<file path="src/rtl/sp_ram_arb_pkg.sv">
// Shared types for the SRAM request arbiter.
// Request and response bundles for the two masters.
package sp_ram_arb_pkg;

  localparam int NUM_MASTERS = 2;

  typedef struct packed {
    logic [31:0] addr;
    logic        we;
    logic [3:0]  be;
    logic [31:0] wdata;
  } obi_req_t;

  typedef struct packed {
    logic        rvalid;
    logic [31:0] rdata;
    logic        err;
  } obi_rsp_t;

endpackage

</file>
<file path="src/rtl/sp_ram_arb_rr.sv">
// Two-way round-robin arbiter.
// A tie goes to the master that was not served last.
module rr_arb2
  import sp_ram_arb_pkg::*;
(
  input  logic                   clk,
  input  logic                   rstn_i,
  input  logic [NUM_MASTERS-1:0] req,
  output logic [NUM_MASTERS-1:0] gnt
);

  logic rr_last;

  // One-hot grant; a lone requester always wins
  always_comb begin
    gnt = req;
    if (req[0] && req[1]) begin
      gnt[0] = rr_last;
      gnt[1] = ~rr_last;
    end
  end

  // Remember who was served most recently
  always_ff @(posedge clk or negedge rstn_i) begin
    if (!rstn_i) begin
      rr_last <= 1'b1;
    end else if (|gnt) begin
      rr_last <= gnt[1];
    end
  end

endmodule

</file>
<file path="src/rtl/sp_ram_arb.sv">
// Two-master front end for the single-port SRAM.
// Window decode, 1-cycle response, shared read data.
module sp_ram_arb
  import sp_ram_arb_pkg::*;
#(
  parameter int          RAM_SIZE   = 32768,
  parameter int          ADDR_WIDTH = $clog2(RAM_SIZE),
  parameter int          DATA_WIDTH = 32,
  parameter logic [31:0] BASE_ADDR  = 32'h0010_0000
) (
  input  logic                  clk,
  input  logic                  rstn_i,

  input  logic                  m0_req_i,
  output logic                  m0_gnt_o,
  input  logic [31:0]           m0_addr_i,
  input  logic                  m0_we_i,
  input  logic [3:0]            m0_be_i,
  input  logic [DATA_WIDTH-1:0] m0_wdata_i,
  output logic                  m0_rvalid_o,
  output logic [DATA_WIDTH-1:0] m0_rdata_o,
  output logic                  m0_err_o,

  input  logic                  m1_req_i,
  output logic                  m1_gnt_o,
  input  logic [31:0]           m1_addr_i,
  input  logic                  m1_we_i,
  input  logic [3:0]            m1_be_i,
  input  logic [DATA_WIDTH-1:0] m1_wdata_i,
  output logic                  m1_rvalid_o,
  output logic [DATA_WIDTH-1:0] m1_rdata_o,
  output logic                  m1_err_o,

  output logic                  ram_en_o,
  output logic [ADDR_WIDTH-1:0] ram_addr_o,
  output logic [DATA_WIDTH-1:0] ram_wdata_o,
  output logic                  ram_we_o,
  output logic [3:0]            ram_be_o,
  input  logic [DATA_WIDTH-1:0] ram_rdata_i,
  output logic                  ram_bypass_en_o
);

  obi_req_t m0_req, m1_req, sel_req;
  obi_rsp_t m0_rsp, m1_rsp;

  logic [NUM_MASTERS-1:0] req, gnt;
  logic acc, in_range;

  logic        resp_valid;
  logic        resp_owner;
  logic        resp_err;
  logic [31:0] rdata_hold;
  logic [31:0] rdata_drv;

  assign m0_req = '{addr: m0_addr_i, we: m0_we_i,
                    be: m0_be_i, wdata: m0_wdata_i};
  assign m1_req = '{addr: m1_addr_i, we: m1_we_i,
                    be: m1_be_i, wdata: m1_wdata_i};

  assign req = {m1_req_i, m0_req_i};

  rr_arb2 u_arb (
    .clk    (clk),
    .rstn_i (rstn_i),
    .req    (req),
    .gnt    (gnt)
  );

  assign m0_gnt_o = gnt[0];
  assign m1_gnt_o = gnt[1];
  assign acc      = |gnt;

  // Route the winner; idle cycles show m0
  always_comb begin
    sel_req = m0_req;
    unique case (1'b1)
      gnt[1]:  sel_req = m1_req;
      default: sel_req = m0_req;
    endcase
  end

  assign in_range = sel_req.addr[31:ADDR_WIDTH]
                 == BASE_ADDR[31:ADDR_WIDTH];

  assign ram_en_o        = acc & in_range;
  assign ram_we_o        = ram_en_o & sel_req.we;
  assign ram_addr_o      = sel_req.addr[ADDR_WIDTH-1:0];
  assign ram_be_o        = sel_req.be;
  assign ram_wdata_o     = sel_req.wdata;
  assign ram_bypass_en_o = 1'b0;

  // Track the response owed one cycle after acceptance
  always_ff @(posedge clk or negedge rstn_i) begin
    if (!rstn_i) begin
      resp_valid <= 1'b0;
      resp_owner <= 1'b0;
      resp_err   <= 1'b0;
    end else begin
      resp_valid <= acc;
      resp_owner <= gnt[1];
      resp_err   <= acc & ~in_range;
    end
  end

  // Shared read data: live, zero on error, else held
  always_comb begin
    rdata_drv = rdata_hold;
    if (resp_valid) begin
      rdata_drv = resp_err ? 32'h0 : ram_rdata_i;
    end
  end

  // Keep the last driven response data stable
  always_ff @(posedge clk or negedge rstn_i) begin
    if (!rstn_i) begin
      rdata_hold <= 32'h0;
    end else if (resp_valid) begin
      rdata_hold <= rdata_drv;
    end
  end

  assign m0_rsp = '{rvalid: resp_valid & ~resp_owner,
                    rdata:  rdata_drv,
                    err:    resp_valid & ~resp_owner & resp_err};
  assign m1_rsp = '{rvalid: resp_valid & resp_owner,
                    rdata:  rdata_drv,
                    err:    resp_valid & resp_owner & resp_err};

  assign m0_rvalid_o = m0_rsp.rvalid;
  assign m0_rdata_o  = m0_rsp.rdata;
  assign m0_err_o    = m0_rsp.err;
  assign m1_rvalid_o = m1_rsp.rvalid;
  assign m1_rdata_o  = m1_rsp.rdata;
  assign m1_err_o    = m1_rsp.err;

endmodule

</file>
<file path="config.mk">
export PLATFORM = sky130hd
export DESIGN_NAME = sp_ram_arb
export DESIGN_NICKNAME = d
export VERILOG_FILES = /design/src/rtl/sp_ram_arb_pkg.sv /design/src/rtl/sp_ram_arb_rr.sv /design/src/rtl/sp_ram_arb.sv
export SDC_FILE = /design/constraint.sdc
export NUM_CORES = 1
export LEC_CHECK = 0
export BUFFER_PORTS_ARGS = -buffer_cell sky130_fd_sc_hd__buf_2
export CORE_AREA = 5 5 112 114
export DETAILED_ROUTE_END_ITERATION = 7
export DIE_AREA = 0 0 117 119
export PLACE_DENSITY = 0.7
export RECOVER_POWER = 100
export SETUP_SLACK_MARGIN = 0.05
export SYNTH_ARGS = -nofsm -noshare
export SYNTH_HDL_FRONTEND = slang
export SYNTH_SLANG_ARGS = --single-unit
export TNS_END_PERCENT = 100
</file>
<file path="constraint.sdc">
create_clock -name clk -period 4.5 [get_ports clk]
set_input_delay 0.675 -clock clk [delete_from_list [all_inputs] [get_ports clk]]
set_output_delay 0.675 -clock clk [all_outputs]
set_load 0.01 [all_outputs]
</file>
### After elaboration in Yosys (flattened, before gate mapping)

Index checks and enable logic that the tools add are counted.

| word-level totals | value |
|---|---|
| bits in registers | 36 |
| bits of input ports | 174 |
| logic and storage cells | 22 |

| cells by class | value |
|---|---|
| equal/unequal tests | 1 |
| multiplexer cells | 4 |
| bitwise logic cells | 10 |
| reductions and logical operators | 2 |

Operators with widths:

| kind | number |
|---|---|
| 2-to-1 mux 69 bit | 1 |
| 2-to-1 mux 32 bit | 2 |
| equality test 17 x 6 -> 1 bit (second input constant) | 1 |
| AND 1 bit | 7 |
| NOT 1 bit | 3 |
| 2-to-1 mux 2 bit | 1 |
| OR reduction 2 bit | 1 |
| logical AND 1 bit | 1 |

### Depth between registers and ports, before layout

| depth | value |
|---|---|
| word-level depth | 6 |
| gate-level depth with buffers | 6 |
| mapped depth without buffers | 4 |

### Hierarchy

From an unflattened synthesis, not the netlist that was laid out.

| second synthesis, totals | value |
|---|---|
| cell total of the unflattened synthesis | 298 |
| area total of the unflattened synthesis | 2,560.0 µm² |

Modules (own cells, without submodules):

| module | times used | cells an instance | area an instance (µm²) | seq. area each (µm²) |
|---|---|---|---|---|
| sp_ram_arb | 1 | 292 | 2,506.2 | 875.8 |
| rr_arb2 | 1 | 6 | 53.8 | 26.3 |

### Worst setup path before layout

OpenSTA, ideal clock, no wires.

| timing | value |
|---|---|
| kind | input-to-output |
| start | input port m1_req_i |
| end | output port ram_we_o |
| arrival time | 1,741 ps |
| data required time | 3,825 ps |
| path slack | 2,084 ps |
| stages | 5 |
| path buffers | 1 |
| path through | a21boi_1 > buf_6 > or4_1 > o22ai_1 > a21boi_2 |

| between the ends | value |
|---|---|
| cells in the longest elaborated chain, start to end | 6 |

RTL lines:

| what | line | text |
|---|---|---|
| start: declaration | sp_ram_arb.sv:24 | `input logic m1_req_i,` |
| logical AND 1 bit | sp_ram_arb_rr.sv:17 | `if (req[0] && req[1]) begin` |
| 2-to-1 mux 2 bit (*) | sp_ram_arb_rr.sv:17 |  |
| 2-to-1 mux 69 bit | sp_ram_arb.sv:76 | `unique case (1'b1)` |
| equality test 17 x 6 -> 1 bit | sp_ram_arb.sv:83 | `== BASE_ADDR[31:ADDR_WIDTH];` |
| AND 1 bit | sp_ram_arb.sv:85 | `assign ram_en_o = acc & in_range;` |
| AND 1 bit (*) | sp_ram_arb.sv:86 | `assign ram_we_o = ram_en_o & sel_req.we;` |
| end: declaration | sp_ram_arb.sv:37 | `output logic ram_we_o,` |

Mark *: on every way between the ends. The rest lies on a longest branch, timed or not.

### Final worst setup path

| timing | value |
|---|---|
| start | register resp_err |
| end | output port m0_rdata_o[18] |

| between the ends | value |
|---|---|
| cells in the longest elaborated chain, start to end | 2 |

RTL lines:

| what | line | text |
|---|---|---|
| start: declaration | sp_ram_arb.sv:51 | `logic resp_err;` |
| start signal: assignment | sp_ram_arb.sv:101 | `resp_err <= acc & ~in_range;` |
| 2-to-1 mux 32 bit | sp_ram_arb.sv:109 | `rdata_drv = resp_err ? 32'h0 : ram_rdata_i;` |
| 2-to-1 mux 32 bit | sp_ram_arb.sv:108 | `if (resp_valid) begin` |
| end: declaration | sp_ram_arb.sv:21 | `output logic [DATA_WIDTH-1:0] m0_rdata_o,` |

No other way between the ends.

==> results by group <==
Place
  – DPL Wire Length: approximately 9200 um
  – I/O Buffers: 296
  – Pre-CTS worst setup slack: 1382 ps
  – Routability congestion estimate: roughly 0.86

Clocking
  – Post-CTS sizing: 0
  – # hold bufs at CTS: 0
  – Clk Latency, worst-skew pair: around 270 ps
  – CTS HTree Levels: 2
  – Num CTS Buffers: 5
  – CTS max path bufs: 2
  – Root Buffer: clkbuf_16
  – Postcts setup bufs: 0
  – Clock sink count: 36
  – Clock slew at reported path FFs: 50 ps
  – CTS tree: done

Final layout
  – Commonest non-fill, non-tap cell in the layout: buf_2
  – Layout cells sized above 1: 42.57%
  – Antenna Cells: 0
  – Final #Nets: 726
  – Commonest non-fill, non-tap cells in the layout: 174 x buf_2, 124 x clkbuf_1, 64 x o21ai_0
  – Area growth, synth to finish: 53.16%

Synthesis
  – Mux cell area share after synthesis: 22.51%
  – Cells after synthesis: 295
  – Syn avg cell area: between 8 and 9 um2
  – Synthesized area: 2551 um2
  – Synth area leaders: dfrtp_1 34%, mux2_2 23%, o21ai_0 13%
  – Post-synth top area share: 34.33%
  – Largest family of logic cells by synthesized area: multiplexers
  – Synth Area in Compound Gates: 14.03%
  – Post-synthesis xor/xnor area fraction: 0%
  – Syn Nets: 469
  – Adder-cell share of the synthesized area: 0%
  – Post-Synth Simple-Gate Area: 10.35%
  – Cell variety after synth: 27
  – FF+latch count, synth: 36
  – Syn. warnings: 0
  – Sequential fraction of the synthesis area: 35.36%
  – Synth area leader: dfrtp_1

Drt
  – Routed Wire Length: 10520 um
  – Post-route ant nets: 0
  – WL/cell: 15.14 um
  – Via count: 2936
  – Iter 0 DRT Violations: 78
  – Residual DRC: 0
  – Pre-antenna DRT Iters: 4
  – Vias per cell: 4.224

Worst hold path
  – Hold depth: 2
  – Worst hold path type: reg -> reg

STA
  – F_max: 303.0 MHz
  – Max transition margin: -29.03%
  – Clock period minus worst slack: 3300 ps
  – Period utilization: 73.34%
  – RSZ-0062 raised after global routing: no
  – Fin. max-slew vios: 37
  – Fin worst setup slack: 1200 ps
  – Setup TNS Final: 0 ps
  – Setup Viol. Count Final: 0
  – Final hold viol count: 0
  – Clock skew: 6.108 ps
  – Worst hold slack: 516.4 ps
  – Slew @ Worst Pin: roughly 1900 ps

Floorplanning
  – Initial Util: a little under a quarter
  – IO Pins: 298
  – Die height: 119 um
  – Core Region: 11320 um2
  – Die span in x: roughly 120 um
  – FP Rows: 39
  – Die area: about 14000 um2

Critical path
  – Critical path capture point type: output port
  – R2R cell count: 4
  – Flop2flop setup slack: around 2300 ps
  – Critical path peak fanout: 20
  – Crit start category: flip-flop
  – Crit path kind: reg -> out
  – Worst EP arrival: 2630 ps
  – Worst path required time: 3830 ps

Power and ir drop
  – Max VDD drop: around 0.13 mV
  – Leakage: about 1.8 nW
  – PD cells: 250.4 nW/um2

Status
  – Violated checks: capacitance limit, slew limit
  – Status: finished, violations left

Global routing
  – Initial antenna violation count: 2
  – Global-route wire length before repair: roughly 15000 um
  – Largest net degree at the start of global routing: 69
  – GRT Residual Overflow: 0
  – Total GRT Usage: 14.00%
  – Vias in the first global route: approximately 2900

Run
  – Maxcap violations: 1
## state kept, by name (all words and copies together) (netlist names)
name / count
rdata_hold: 32
resp_err: 1
resp_owner: 1
resp_valid: 1
u_arb.rr_last: 1
## Yosys cell counts (all sizes together)
cell	instances
nand4	2
nor4b	2
nand3b	1
mux2	51
and2	3
or2	1
nor2	3
a21boi	3
inv	33
dfstp	1
nor4	4
buf	42
or4	1
dfrtp	35
o21ai	64
nor2b	3
a21oi	1
conb	1
nor3	1
nand2	34
o22ai	1
clkbuf	7
and3	1
## critical path, stage by stage (launching register included)
cell      delay, ps
dfrtp_1         390
nor2b_1         700
clkbuf_1        730
nand2_1         140
o21ai_0         170
clkbuf_1        220
## final timing paths
| kind | startpoint | endpoint |
|---|---|---|
| worst max-delay path | resp_err$_DFF_PN0_ | m0_rdata_o[18] |
| worst min-delay path | rdata_hold[6]$_DFFE_PN0P_ | rdata_hold[6]$_DFFE_PN0P_ |
| worst max register to register | resp_err$_DFF_PN0_ | rdata_hold[7]$_DFFE_PN0P_ |
| worst min register to register | rdata_hold[6]$_DFFE_PN0P_ | rdata_hold[6]$_DFFE_PN0P_ |
| min in group asynchronous | rstn_i | rdata_hold[22]$_DFFE_PN0P_ |
| max in group asynchronous | rstn_i | resp_valid$_DFF_PN0_ |
## cell families after synthesis
kind of cell    after synthesis
buf+inv                      82
compound gates               69
simple gates                 56
mux                          51
flops                        36
other cells                   1
## power breakdown
group / internal (W) / leakage [nW] / switching [W]
clock network: 0.000201 / 0.0667 / 0.000118
logic: 0.000144 / 1.28 / 0.000166
registers: 0.000342 / 0.473 / 0.00000680
## layout make-up
type / instances / area [um2]
Timing Repair Buffer: 299 / 1360
Multi-Input combinational cell: 177 / 1207
Fill cell: 1278 / 7413
Clock inverter: 1 / 5.005
Tap cell: 143 / 178.9
Sequential cell: 36 / 903.4
Inverter: 33 / 123.9
Clock buffer: 6 / 128.9
## per-layer routing
| layer | share of wire [%] | track usage (%) |
|---|---|---|
| met1 | 33 | 14.42 |
| met2 | 53 | 25.75 |
| met3 | 12 | 6.187 |
| met4 | 1.1 | 3.082 |
| met5 | 0.38 | 0 |
## through the flow
stage,util [%],area [um2],total power [W],std cells
6_report,34.52,3908,0.0009785,695
3_5_place_dp,34.77,3936,0.0006904,688
3_3_place_gp,34.77,3936,0.0006854,688
2_1_floorplan,-,2551,0.0005326,295
4_1_cts,35.95,4070,0.001015,695
5_1_grt,34.52,3908,0.001040,695
Note: power is estimated with default switching activity, not from simulation.
